## config.mk

```make
export PLATFORM = sky130hd
export DESIGN_NAME = cdb_arbiter_flat
export DESIGN_NICKNAME = d
export VERILOG_FILES = /design/src/rtl/cdb_arbiter_pkg.sv /design/src/rtl/cdb_arbiter_if.sv /design/src/rtl/cdb_arbiter_rr_picker.sv /design/src/rtl/cdb_arbiter.sv /design/src/flat_wrapper.sv
export SDC_FILE = /design/constraint.sdc
export NUM_CORES = 1
export LEC_CHECK = 0
export ABC_AREA = 1
export BUFFER_PORTS_ARGS = -buffer_cell sky130_fd_sc_hd__buf_4
export CORE_ASPECT_RATIO = 1.1
export CORE_MARGIN = 2
export CORE_UTILIZATION = 54
export CTS_CLUSTER_DIAMETER = 100
export DETAILED_ROUTE_END_ITERATION = 6
export PLACE_DENSITY_LB_ADDON = 0.3
export SYNTH_ARGS = -nofsm -noshare
export SYNTH_HDL_FRONTEND = slang
export SYNTH_SLANG_ARGS = --single-unit
```

## constraint.sdc

```tcl
create_clock -name clk_in -period 3.1 [get_ports clk_in]
set_input_delay 0.155 -clock clk_in [delete_from_list [all_inputs] [get_ports clk_in]]
set_output_delay 0.155 -clock clk_in [all_outputs]
set_load 0.005 [all_outputs]
```

## src/rtl/cdb_arbiter_pkg.sv

```systemverilog
// Shared constants for the common data bus arbiter.
package cdb_arbiter_pkg;

   localparam int unsigned CDB_NUM_SRC = 3;
   localparam int unsigned CDB_TAG_W   = 4;
   localparam int unsigned CDB_DATA_W  = 32;

   // Producer indices on the CDB
   localparam int unsigned SRC_ALU = 0;
   localparam int unsigned SRC_LSB = 1;
   localparam int unsigned SRC_BR  = 2;

   // Tag value meaning "no destination"; such results are never broadcast
   localparam logic [CDB_TAG_W-1:0] TAG_NONE = '0;

endpackage

```

## src/rtl/cdb_arbiter_if.sv

```systemverilog
// Producer handshake and CDB broadcast bundle for the arbiter.
interface cdb_arbiter_if
   import cdb_arbiter_pkg::*;
#(
   parameter int unsigned NUM_SRC = CDB_NUM_SRC,
   parameter int unsigned TAG_W   = CDB_TAG_W,
   parameter int unsigned DATA_W  = CDB_DATA_W
) ();

   localparam int unsigned SRC_W = $clog2(NUM_SRC);
   localparam int unsigned CNT_W = $clog2(NUM_SRC + 1);

   logic [NUM_SRC-1:0]        src_valid;
   logic [NUM_SRC*TAG_W-1:0]  src_tag;
   logic [NUM_SRC*DATA_W-1:0] src_val;
   logic [NUM_SRC*DATA_W-1:0] src_addr;
   logic [NUM_SRC-1:0]        src_ready;

   logic                      cdb_active;
   logic [TAG_W-1:0]          cdb_tag;
   logic [DATA_W-1:0]         cdb_val;
   logic [DATA_W-1:0]         cdb_addr;
   logic [SRC_W-1:0]          cdb_src;
   logic [CNT_W-1:0]          pending;

   // Producers and CDB consumers
   modport master (
      output src_valid, src_tag, src_val, src_addr,
      input  src_ready, cdb_active, cdb_tag, cdb_val, cdb_addr, cdb_src, pending
   );

   // The arbiter itself
   modport slave (
      input  src_valid, src_tag, src_val, src_addr,
      output src_ready, cdb_active, cdb_tag, cdb_val, cdb_addr, cdb_src, pending
   );

endinterface

```

## src/rtl/cdb_arbiter_rr_picker.sv

```systemverilog
// Combinational round-robin picker: first request at or after ptr wins.
module cdb_arbiter_rr_picker #(
   parameter  int unsigned N     = 3,
   localparam int unsigned IDX_W = $clog2(N)
) (
   input  logic [N-1:0]     req,
   input  logic [IDX_W-1:0] ptr,
   output logic [N-1:0]     grant,
   output logic [IDX_W-1:0] idx
);

   logic             found;
   int unsigned      cand;
   logic [IDX_W-1:0] cand_idx;

   // Scan ptr, ptr+1, ... modulo N and grant the first requester
   always_comb begin
      grant    = '0;
      idx      = '0;
      found    = 1'b0;
      cand     = 0;
      cand_idx = '0;
      for (int unsigned k = 0; k < N; k++) begin
         cand     = (32'(ptr) + k) % N;
         cand_idx = IDX_W'(cand);
         if (!found && req[cand_idx]) begin
            found           = 1'b1;
            grant[cand_idx] = 1'b1;
            idx             = cand_idx;
         end
      end
   end

endmodule

```

## src/rtl/cdb_arbiter.sv

```systemverilog
// Common data bus arbiter: one holding slot per producer, round-robin
// broadcast of one result per cycle, flush drops everything in flight.
module cdb_arbiter
   import cdb_arbiter_pkg::*;
#(
   parameter int unsigned NUM_SRC = CDB_NUM_SRC,
   parameter int unsigned TAG_W   = CDB_TAG_W,
   parameter int unsigned DATA_W  = CDB_DATA_W
) (
   input  logic          clk_in,
   input  logic          rst_n_in,
   input  logic          rdy_in,
   input  logic          flush_in,
   cdb_arbiter_if.slave  bus
);

   localparam int unsigned SRC_W = $clog2(NUM_SRC);
   localparam int unsigned CNT_W = $clog2(NUM_SRC + 1);

   logic [NUM_SRC-1:0] slot_valid;
   logic [TAG_W-1:0]   slot_tag  [NUM_SRC];
   logic [DATA_W-1:0]  slot_val  [NUM_SRC];
   logic [DATA_W-1:0]  slot_addr [NUM_SRC];

   logic [SRC_W-1:0]   rr_ptr;
   logic [NUM_SRC-1:0] grant;
   logic [SRC_W-1:0]   win_idx;
   logic [NUM_SRC-1:0] accept;
   logic               live;
   logic [CNT_W-1:0]   pending_cnt;

   // Arbitrate only over occupied slots, never over same-cycle inputs
   cdb_arbiter_rr_picker #(.N(NUM_SRC)) u_rr_picker (
      .req   (slot_valid),
      .ptr   (rr_ptr),
      .grant (grant),
      .idx   (win_idx)
   );

   // A slot can take a new result when empty or being drained this edge
   assign live          = rdy_in && !flush_in;
   assign bus.src_ready = {NUM_SRC{live}} & (~slot_valid | grant);
   assign accept        = bus.src_valid & bus.src_ready;

   // Holding slots: load on handshake (None-tag results stay empty), clear on grant or flush
   always_ff @(posedge clk_in or negedge rst_n_in) begin
      if (!rst_n_in) begin
         slot_valid <= '0;
         for (int i = 0; i < NUM_SRC; i++) begin
            slot_tag[i]  <= '0;
            slot_val[i]  <= '0;
            slot_addr[i] <= '0;
         end
      end else if (rdy_in) begin
         if (flush_in) begin
            slot_valid <= '0;
         end else begin
            for (int i = 0; i < NUM_SRC; i++) begin
               if (accept[i]) begin
                  slot_valid[i] <= (bus.src_tag[i*TAG_W +: TAG_W] != TAG_W'(TAG_NONE));
                  slot_tag[i]   <= bus.src_tag[i*TAG_W +: TAG_W];
                  slot_val[i]   <= bus.src_val[i*DATA_W +: DATA_W];
                  slot_addr[i]  <= bus.src_addr[i*DATA_W +: DATA_W];
               end else if (grant[i]) begin
                  slot_valid[i] <= 1'b0;
               end
            end
         end
      end
   end

   // Registered CDB broadcast and round-robin pointer
   always_ff @(posedge clk_in or negedge rst_n_in) begin
      if (!rst_n_in) begin
         bus.cdb_active <= 1'b0;
         bus.cdb_tag    <= '0;
         bus.cdb_val    <= '0;
         bus.cdb_addr   <= '0;
         bus.cdb_src    <= '0;
         rr_ptr         <= '0;
      end else if (rdy_in) begin
         if (flush_in) begin
            bus.cdb_active <= 1'b0;
            rr_ptr         <= '0;
         end else if (|grant) begin
            bus.cdb_active <= 1'b1;
            bus.cdb_tag    <= slot_tag[win_idx];
            bus.cdb_val    <= slot_val[win_idx];
            bus.cdb_addr   <= slot_addr[win_idx];
            bus.cdb_src    <= win_idx;
            rr_ptr         <= (win_idx == SRC_W'(NUM_SRC - 1)) ? '0 : win_idx + SRC_W'(1);
         end else begin
            bus.cdb_active <= 1'b0;
         end
      end
   end

   // Occupied-slot count
   always_comb begin
      pending_cnt = '0;
      for (int i = 0; i < NUM_SRC; i++) begin
         pending_cnt = pending_cnt + CNT_W'(slot_valid[i]);
      end
   end

   assign bus.pending = pending_cnt;

endmodule

```

## src/flat_wrapper.sv

```systemverilog
// flat-port wrapper written by rule: the top's interface ports become plain ports
module cdb_arbiter_flat import cdb_arbiter_pkg::*;
#(
   parameter int unsigned NUM_SRC = CDB_NUM_SRC,
   parameter int unsigned TAG_W   = CDB_TAG_W,
   parameter int unsigned DATA_W  = CDB_DATA_W
)
  (clk_in, rst_n_in, rdy_in, flush_in, bus_src_valid, bus_src_tag, bus_src_val, bus_src_addr, bus_src_ready, bus_cdb_active, bus_cdb_tag, bus_cdb_val, bus_cdb_addr, bus_cdb_src, bus_pending);
  cdb_arbiter_if #(.NUM_SRC(NUM_SRC), .TAG_W(TAG_W), .DATA_W(DATA_W)) bus_i ();
  input  logic clk_in;
  input  logic rst_n_in;
  input  logic rdy_in;
  input  logic flush_in;
  input wire logic [$bits(bus_i.src_valid)-1:0] bus_src_valid;
  input wire logic [$bits(bus_i.src_tag)-1:0] bus_src_tag;
  input wire logic [$bits(bus_i.src_val)-1:0] bus_src_val;
  input wire logic [$bits(bus_i.src_addr)-1:0] bus_src_addr;
  output wire logic [$bits(bus_i.src_ready)-1:0] bus_src_ready;
  output wire logic [$bits(bus_i.cdb_active)-1:0] bus_cdb_active;
  output wire logic [$bits(bus_i.cdb_tag)-1:0] bus_cdb_tag;
  output wire logic [$bits(bus_i.cdb_val)-1:0] bus_cdb_val;
  output wire logic [$bits(bus_i.cdb_addr)-1:0] bus_cdb_addr;
  output wire logic [$bits(bus_i.cdb_src)-1:0] bus_cdb_src;
  output wire logic [$bits(bus_i.pending)-1:0] bus_pending;
  assign bus_i.src_valid = bus_src_valid;
  assign bus_i.src_tag = bus_src_tag;
  assign bus_i.src_val = bus_src_val;
  assign bus_i.src_addr = bus_src_addr;
  assign bus_src_ready = bus_i.src_ready;
  assign bus_cdb_active = bus_i.cdb_active;
  assign bus_cdb_tag = bus_i.cdb_tag;
  assign bus_cdb_val = bus_i.cdb_val;
  assign bus_cdb_addr = bus_i.cdb_addr;
  assign bus_cdb_src = bus_i.cdb_src;
  assign bus_pending = bus_i.pending;
  cdb_arbiter #(.NUM_SRC(NUM_SRC), .TAG_W(TAG_W), .DATA_W(DATA_W)) u_core (.clk_in(clk_in), .rst_n_in(rst_n_in), .rdy_in(rdy_in), .flush_in(flush_in), .bus(bus_i));
endmodule
```

==> reports/results.ini <==
[detailed_routing]
ant_nets=0
drtIter0Drc=1306
dr.pass1.iters=7
drt-total-wl_um=46100
wl_per_cell_um=19.0
vias_per_cell=5.56
drcViolationCount=15
via_count=13500

[hold_path]
min_from=flush_in
hold_path.class=primary input to flip-flop
hold_path_end=u_core.slot_valid[0]
min_path_cells=6

[cts]
cts_buffer_depth=3
root_buffer=clkbuf_16
clock_sinks=280
clk_pin_slew_ns=0.07
htreeDepth=1
cts_buffers=28
cts_tree=built
clk_latency_ns=0.55

[pwr]
ir_drop_v=0.000701
total_leakage_power_nw=10.1
power_density_nw_per_um2=931

[timing]
slew_headroom_pct=60.2
tightest_slew_ns=0.597
rsz0062_at_grt=no
fin_crit_ns=2.84
worst_hold_slack_ns=0.0234
hold_viol_final=0
fin_tns_setup_ns=0
fin_skew_ns=0.0208
fmax_mhz=352
period_share_pct=91.7
slew_viol_final=0
finalSetupViolCount=0

[yosys]
synth.area.top_cells=dfrtp_1 56%, nand2_1 34%, nand3_1 3.0%
synth.avg_cell_area_sq_um=7.59
syn-num-nets=1863
synth_top_area_share_pct=56.1
yosys.area.top_type=dfrtp_1
yosysSeqAreaShare_pct=56.1
ys_types=20
yosysWarningCount=0
netlist_area_sq_um=12500
synthCells=1647
synth_seq_cells=280

[global_routing]
track_usage_pct=38.3
antenna_found_initial=1
grt_overflow=0
grt_pass1_wl_um=72600
grt_pass1_vias=14000
grt_max_degree=81

[placement]
dp.final_hpwl_um=23300
place.gp.congestion=0.944
port_buffers=286
dp.cells=2170

[run_status]
violations=design-rule violations
status=complete, but fails checks

[floorplanning]
core-area_sq_um=22800
die_w_um=149
io_pins=287
start_util_pct=54.8
fp.dieH_um=164
dieArea_sq_um=24400
placementRows=58

[critical_path]
reg2reg_from=u_core.rr_ptr[0]
r2r_slack_ns=0.26
crit_fanout=38
end_kind=flip-flop
critPathKind=flip-flop to flip-flop
arrival_ns=3.31
startpoint_type=flip-flop
r2r_cells=14
worstPathRequired_ns=3.57
rr_endpoint=u_core.bus.cdb_addr[7]

[finish]
final_common_cell=nand2_1
most-common-layout-cells=1132 x nand2_1, 292 x buf_4, 280 x dfrtp_1, 207 x dlygate4sd3_1, 76 x nand3_1
areaGrowthSynthToFinish_pct=45.4
layout-drive-gt1-share_pct=17.9
finalNetCount=2323
finalNonFillerCells=2429

[run]
maxCapViolCount=0

==> Yosys cell counts <==
cell type / number
dfrtp_1: 280
nand3_1: 76
inv_2: 9
buf_2: 24
nand2_2: 2
ha_1: 4
clkbuf_1: 39
o21ai_0: 13
nand2_1: 1133
buf_1: 2
nand4_1: 5
nor2_2: 2
nor2_1: 6
nor3_1: 2
nor2_4: 1
buf_6: 4
fa_1: 1
buf_4: 15
inv_1: 22
nand3_2: 7
==> timing repair <==
action	4_1_cts	5_1_grt
gates resized for setup	0	1
hold buffers	207	0
setup endpoints to repair	0	1
endpoints found under the hold margin	283	0
setup buffers	0	0
==> registers in the layout, indices dropped and copies added (netlist names) <==
| register | cells |
|---|---|
| u_core.slot_addr | 96 |
| u_core.slot_val | 96 |
| u_core.bus.cdb_addr | 32 |
| u_core.bus.cdb_val | 32 |
| u_core.slot_tag | 12 |
| u_core.bus.cdb_tag | 4 |
| u_core.slot_valid | 3 |
| u_core.bus.cdb_src | 2 |
| u_core.rr_ptr | 2 |
| u_core.bus.cdb_active | 1 |
==> worst max path at each step <==
stage                     start                      end  slack, ns  depth (start not counted)
2_1_floorplan  u_core.rr_ptr[0]  u_core.bus.cdb_addr[15]       0.93                         16
3_3_place_gp   u_core.rr_ptr[0]     u_core.slot_addr[83]       0.46                         15
3_5_place_dp   u_core.rr_ptr[0]  u_core.bus.cdb_addr[15]       0.32                         14
4_1_cts        u_core.rr_ptr[0]  u_core.bus.cdb_addr[11]       0.27                         14
5_1_grt        u_core.rr_ptr[0]      u_core.slot_addr[2]       0.07                         15
6_report       u_core.rr_ptr[0]   u_core.bus.cdb_addr[7]       0.26                         14
==> power by group <==
group	leakage, nW	switching (mW)	internal, mW
Sequential	3.53	1.00	5.14
Clock	0.547	1.53	2.66
Combinational	5.98	4.13	2.45
Total	10.1	6.67	10.2
==> logic make-up after synthesis <==
logic type | after synthesis | synth area share (%)
simple gates | 1234 | 38.4
flops | 280 | 56.1
buf+inv | 115 | 4.39
compound gates | 13 | 0.521
fa+ha+maj | 5 | 0.561
==> metal layers <==
| metal | vias up | routed length [um] | track usage [%] |
|---|---|---|---|
| met1 | 6294 | 15600 | 44.2 |
| met3 | 280 | 4740 | 8.13 |
| met4 | 0 | 3100 | 23.8 |
| met2 | 1014 | 22700 | 65.0 |
| met5 | - | 0 | 0 |
| li1 | 5909 | - | - |
==> per-stage QoR <==
| stage | cell area [sq um] | worst slack [ns] | power (mW) | util [%] |
|---|---|---|---|---|
| finish | 18200 | 0.256 | 16.9 | 79.7 |
| floorplan | 12500 | 0.933 | 9.71 | - |
| global route | 18200 | 0.0683 | 17.9 | 79.7 |
| global placement | 14900 | 0.457 | 11.8 | 65.6 |
| detailed placement | 14900 | 0.325 | 12.0 | 65.6 |
| CTS | 18200 | 0.275 | 16.4 | 79.7 |
==> cell type report <==
class | instances | area (sq um)
diodes | 1 | 2.50
clock buffers | 31 | 753
clock inverters | 20 | 385
fillers | 1414 | 4620
inverters | 31 | 116
multi-input cells | 1252 | 4970
flip-flops and latches | 280 | 7010
well taps | 300 | 375
repair buffers | 514 | 4550
==> worst max-delay path, stage by stage (launching register included) <==
cell and delay, ns:
dfrtp_1 0.40, inv_1 0.08, ha_1 0.38, inv_2 0.14
nand3_1 0.10, nand2_1 0.15, nand3_2 0.13, nor2_2 0.22
nor2_1 0.12, nand3_2 0.12, nand2_4 0.19, inv_2 0.12
buf_6 0.35, nand2_1 0.10, nand2_1 0.16
No activity file was read; power rests on OpenSTA's default activity.
